### src/rtl/rv32m_divider.sv
// Multi-cycle restoring divider for RV32M DIV/DIVU/REM/REMU.
// Define DIV_EARLY_OUT_EN to let div-by-zero and overflow skip CALC.
module rv32m_divider #(
    parameter int XLEN = 32
) (
    input  logic            clk,
    input  logic            rst_n,
    input  logic            start,
    input  logic [1:0]      op,
    input  logic [XLEN-1:0] dividend,
    input  logic [XLEN-1:0] divisor,
    output logic            busy,
    output logic            done,
    output logic [XLEN-1:0] result
);

    localparam logic [1:0] S_IDLE = 2'd0;
    localparam logic [1:0] S_CALC = 2'd1;
    localparam logic [1:0] S_FIN  = 2'd2;

    logic [1:0]      state;
    logic [1:0]      op_q;
    logic            neg_q;
    logic            neg_r;
    logic            div0_q;
    logic            ovf_q;
    logic [XLEN-1:0] a_q;
    logic [XLEN-1:0] b_q;
    logic [XLEN-1:0] q_q;
    logic [XLEN:0]   rem_q;
    logic [4:0]      cnt_q;

    logic            signed_op;
    logic            a_neg;
    logic            b_neg;
    logic [XLEN-1:0] a_abs;
    logic [XLEN-1:0] b_abs;
    logic            is_div0;
    logic            is_ovf;
    logic            skip;
    logic [XLEN:0]   t_a;
    logic [XLEN+1:0] t_sum;
    logic            borrow;
    logic [XLEN-1:0] quo;
    logic [XLEN-1:0] rmd;
    logic [XLEN-1:0] fin_val;
    logic            unused_bits;

    // Operand conditioning for the request presented in IDLE
    always_comb begin
        signed_op = ~op[0];
        a_neg     = signed_op & dividend[XLEN-1];
        b_neg     = signed_op & divisor[XLEN-1];
        a_abs     = a_neg ? -dividend : dividend;
        b_abs     = b_neg ? -divisor : divisor;
        is_div0   = (divisor == '0);
        is_ovf    = signed_op
                  & (dividend == {1'b1, {(XLEN-1){1'b0}}})
                  & (divisor == '1);
`ifdef DIV_EARLY_OUT_EN
        skip      = is_div0 | is_ovf;
`else
        skip      = 1'b0;
`endif
    end

    // Trial subtraction as complement-and-add; carry-out set means no borrow
    always_comb begin
        t_a    = {rem_q[XLEN-1:0], q_q[XLEN-1]};
        t_sum  = {1'b0, t_a} + {1'b0, ~{1'b0, b_q}} + 1'b1;
        borrow = ~t_sum[XLEN+1];
    end

    // Sign fix-up, op select and RISC-V special-case overrides
    always_comb begin
        quo = neg_q ? -q_q : q_q;
        rmd = neg_r ? -rem_q[XLEN-1:0] : rem_q[XLEN-1:0];
        if (div0_q)
            fin_val = op_q[1] ? a_q : '1;
        else if (ovf_q)
            fin_val = op_q[1] ? '0 : {1'b1, {(XLEN-1){1'b0}}};
        else
            fin_val = op_q[1] ? rmd : quo;
    end

    // Top bit of the remainder never survives a non-borrowing step
    assign unused_bits = rem_q[XLEN];

    assign busy = (state != S_IDLE);

    // Control FSM and datapath registers
    always_ff @(posedge clk or negedge rst_n) begin
        if (!rst_n) begin
            state  <= S_IDLE;
            op_q   <= '0;
            neg_q  <= 1'b0;
            neg_r  <= 1'b0;
            div0_q <= 1'b0;
            ovf_q  <= 1'b0;
            a_q    <= '0;
            b_q    <= '0;
            q_q    <= '0;
            rem_q  <= '0;
            cnt_q  <= '0;
            done   <= 1'b0;
            result <= '0;
        end else begin
            done <= 1'b0;
            case (state)
                S_IDLE: begin
                    if (start) begin
                        op_q   <= op;
                        neg_q  <= a_neg ^ b_neg;
                        neg_r  <= a_neg;
                        div0_q <= is_div0;
                        ovf_q  <= is_ovf;
                        a_q    <= dividend;
                        b_q    <= b_abs;
                        q_q    <= a_abs;
                        rem_q  <= '0;
                        cnt_q  <= '0;
                        state  <= skip ? S_FIN : S_CALC;
                    end
                end
                S_CALC: begin
                    if (borrow) begin
                        rem_q <= t_a;
                        q_q   <= {q_q[XLEN-2:0], 1'b0};
                    end else begin
                        rem_q <= t_sum[XLEN:0];
                        q_q   <= {q_q[XLEN-2:0], 1'b1};
                    end
                    cnt_q <= cnt_q + 5'd1;
                    if (cnt_q == 5'd31)
                        state <= S_FIN;
                end
                S_FIN: begin
                    result <= fin_val;
                    done   <= 1'b1;
                    state  <= S_IDLE;
                end
                default: state <= S_IDLE;
            endcase
        end
    end

endmodule
### config.mk
export PLATFORM = sky130hd
export DESIGN_NAME = rv32m_divider
export DESIGN_NICKNAME = d
export VERILOG_FILES = /design/src/rtl/rv32m_divider.sv
export SDC_FILE = /design/constraint.sdc
export NUM_CORES = 1
export LEC_CHECK = 0
export CORE_ASPECT_RATIO = 1.4
export CORE_MARGIN = 4
export CORE_UTILIZATION = 59
export DETAILED_ROUTE_END_ITERATION = 8
export HOLD_SLACK_MARGIN = 0.02
export PLACE_DENSITY = 0.81
export SYNTH_ARGS = -nofsm -noshare
export SYNTH_HDL_FRONTEND = slang
export SYNTH_SLANG_ARGS = --single-unit
export TNS_END_PERCENT = 50
### constraint.sdc
create_clock -name clk -period 3.9 [get_ports clk]
set_clock_uncertainty 0.2 [all_clocks]
set_input_delay 0.78 -clock clk [delete_from_list [all_inputs] [get_ports clk]]
set_output_delay 0.78 -clock clk [all_outputs]
set_load 0.03 [all_outputs]
==> reports/qor.txt <==
======================================================================================
Clock-pin slew on the worst setup and hold paths                               0.07 ns
Leakage power                                                                  6.03 nW
Setup Total Neg Slack                                                             0 ns
Post-synth top area share                                                        36.2%
Yosys top cell by area                                                         dfrtp_1
Share of layout cells above drive strength 1                                     7.75%
Routability congestion estimate from global placement                            0.985
Fill cell count                                                                   1588
Yosys reg bits                                                                     173
Cell count after placement                                                        1782
DRT antenna net count                                                                0
Fin worst setup slack                                                        0.0418 ns
Uppermost layer routed                                                            met4
Number of global-route vias before repair                                        11600
Path type of the worst min-delay path                                     primary input to asynchronous set/reset pin
I/O pins                                                                           103
Number of flops mapped to enable cells by yosys                                      0
Arr. time, crit path                                                           3.96 ns
Worst rel slew slack                                                             45.3%
Core utilization of the finished layout                                          70.7%
Area grow syn2layout                                                             17.7%
Met2 wirelength from detailed routing                                         18200 um
Post-placement setup slack                                                    0.106 ns
Tcrit/Tclk final                                                                 98.9%
Number of distinct standard cells referenced by the synthesized netlist             70
Global-route wire length before repair                                        60000 um
Clk sinks                                                                          173
Syn_nets                                                                          1567
Leading post-synthesis cells by cell area                                 dfrtp_1, o21ai_0, nand2_1, xnor2_1, xor2_1
Synth Area per Inst                                                          8.20 um^2
Sort of element at the start of the critical path                            flip-flop
Initial Utilization                                                              60.0%
Number of diodes added for antenna fixing                                            0
Maximum number of pins on one net before global-route repair                        86
Overall track demand over capacity in global routing                             33.2%
Dominant synthesized flop cell                                                 dfrtp_1
Met1 WL                                                                       13800 um
Worst-skew pair later-pin latency                                              0.44 ns
Category of the worst setup path capture point                               flip-flop
Resize count post-CTS                                                                0
Initial drt markers                                                               1330
PortBufs                                                                           102
Vias after detailed routing                                                      11800
Number of endpoints with negative hold slack in the final report                     0
Largest fanout of any net on the critical path                                       6
Sequential share of the synthesized area                                         36.2%
Vias/cell                                                                         6.48
Req. time, crit path                                                           4.00 ns
Core area                                                                   19900 um^2
Horizontal die dimension                                                        128 um
Share of flip-flops with an asynchronous set or reset after synthesis             100%
Pwr dens                                                                   895 nW/um^2
Iteration count of the initial detailed-routing pass                                 5
CTS H-tree lvls                                                                      4
Routed wl met3                                                                 2360 um
Aggregate routed wire length                                                  37200 um
Number of hold buffers added after CTS                                               0
Detail-routed net length per standard cell                                     20.5 um
Root buffer cell                                                             clkbuf_16
Initial antenna violation count                                                      0
Number of warnings issued by yosys                                                   0
Max-capacitance violation count                                                      0
Least-Margin Pin Slew                                                         0.820 ns
Number of nets in the finished design                                             1658
Final count of pins violating max slew                                               0
TritonCTS clock tree                                                             built
Remaining global-route overflow                                                      0
Post-route insts no fill                                                          1814
Fmax                                                                           259 MHz
Total power after layout                                                       12.6 mW
Status                                                                    finished, final reports clean
Full die area                                                               22600 um^2
Post-synthesis instance area                                                12000 um^2
Worst IR Drop VDD                                                             0.388 mV
DRC                                                                                  0
Critical Setup Path Class                                                 flip-flop to flip-flop
Number of standard cells after synthesis                                          1458
Number of buffers created by CTS                                                    17
Sum of net half-perimeters after detailed placement                           27400 um
Die Ht                                                                          176 um
Number of cell rows                                                                 61
Setup violation total in the final timing report                                     0
Shortest period the worst path allows                                          3.86 ns
Clock Path Buffers                                                                   2
Setup bufs post-CTS                                                                  0
======================================================================================
cells in the final DEF, fill, tap and decap left out, types with 6 or more instances in the layout:
| cell type | count |
|---|---|
| a21o_1 | 19 |
| a21oi_1 | 90 |
| o22ai_1 | 9 |
| xor2_1 | 69 |
| o31ai_1 | 29 |
| dfrtp_1 | 173 |
| a22oi_1 | 31 |
| o41ai_1 | 14 |
| nand2_1 | 214 |
| and3_1 | 13 |
| nor4_1 | 12 |
| o21ai_0 | 176 |
| a21boi_0 | 7 |
| o211ai_1 | 7 |
| xnor2_1 | 74 |
| inv_6 | 7 |
| o21a_1 | 6 |
| nand3_1 | 34 |
| buf_4 | 56 |
| nand4_1 | 15 |
| clkdlybuf4s50_1 | 101 |
| nor3_1 | 23 |
| nand2b_1 | 16 |
| nor2_1 | 75 |
| a221oi_1 | 6 |
| mux2i_1 | 19 |
| a211oi_1 | 7 |
| inv_1 | 52 |
| or4_1 | 14 |
| a31oi_1 | 22 |
| clkbuf_16 | 17 |
| or3_1 | 23 |
| ha_1 | 39 |
Yosys cell counts (all sizes together) (9+ instances only):
master    n
a21o     19
xor2     70
mux2i    19
and3     13
nor4     12
or3      25
nor2     76
o41ai    14
xnor2    74
nand3    34
nand2   215
or4      16
dfrtp   173
o22ai     9
clkbuf   81
a22oi    31
o21ai   176
o31ai    31
a21oi    90
inv      52
nand2b   16
a31oi    22
nor3     23
nand4    15
ha       39
cells by family (layout without fill, tap and decap cells):
group / Yosys count / in the layout / share of synthesized area [%]
AO/OA/AOI/OAI: 461 / 461 / 23.9
XOR/XNOR: 144 / 144 / 10.5
adder cells (fa/ha/maj): 40 / 40 / 4.25
buffers and inverters: 142 / 246 / 4.53
flip-flops: 173 / 173 / 36.2
multiplexers: 21 / 21 / 1.78
AND/OR/NAND/NOR: 477 / 477 / 18.8
worst paths after layout:
kind / slack, ns / to / depth (start not counted) / start
worst min register to register: 0.28 / b_q[18]$_DFFE_PN0P_ / 2 / b_q[18]$_DFFE_PN0P_
worst min-delay path: 0.17 / result[17]$_DFFE_PN0P_ / 1 / rst_n
worst max register to register: 0.04 / result[27]$_DFFE_PN0P_ / 9 / q_q[9]$_DFFE_PN0P_
worst max-delay path: 0.04 / result[27]$_DFFE_PN0P_ / 9 / q_q[9]$_DFFE_PN0P_
max in group asynchronous: 2.52 / a_q[0]$_DFFE_PN0P_ / 2 / rst_n
min in group clk: 0.28 / b_q[18]$_DFFE_PN0P_ / 2 / b_q[18]$_DFFE_PN0P_
critical path: stages (launching register included):
cell and delay, ns:
dfrtp_1 0.45, or4_1 0.59, or4_1 0.57, nand4bb_2 0.40
o31ai_2 0.40, xor2_2 0.27, o21ai_0 0.14, a222oi_1 0.39
buf_4 0.21, o21ai_0 0.08
through the flow:
step | hold slack (ns) | cell area [um^2]
6_report | 0.166 | 14100
4_1_cts | 0.197 | 14100
3_5_place_dp | 0.263 | 13400
2_1_floorplan | 0.240 | 12000
5_1_grt | 0.224 | 14100
3_3_place_gp | 0.252 | 13400
cell type report:
class	count	area [um^2]	area share, %
clock buffer	17	425	3.02
clock inverter	15	198	1.40
inverter	54	203	1.44
multi-input combinational	1143	7120	50.6
sequential	173	4330	30.8
tap	252	315	2.24
timing repair buffer	160	1480	10.5
flip-flops by register name, summed over array words and instances, names as in the netlist:
name,count
q_q,32
result,32
ovf_q,1
a_q,32
op_q,1
cnt_q,5
done,1
neg_r,1
div0_q,1
neg_q,1
state,2
rem_q,32
b_q,32
report_power, final:
group | internal, mW | leakage (nW) | total (mW) | switching [mW]
sequential | 2.58 | 2.17 | 3.47 | 0.891
clock | 1.03 | 0.300 | 1.82 | 0.790
combinational | 3.05 | 3.55 | 7.30 | 4.25
total | 6.66 | 6.03 | 12.6 | 5.94
metal layers:
layer | vias up | GRT usage, %
met1 | 5584 | 39.2
met2 | 576 | 55.1
li1 | 5411 | -
met5 | - | 0
met3 | 180 | 5.84
met4 | 0 | 21.9
(Power assumes the default switching activity.)
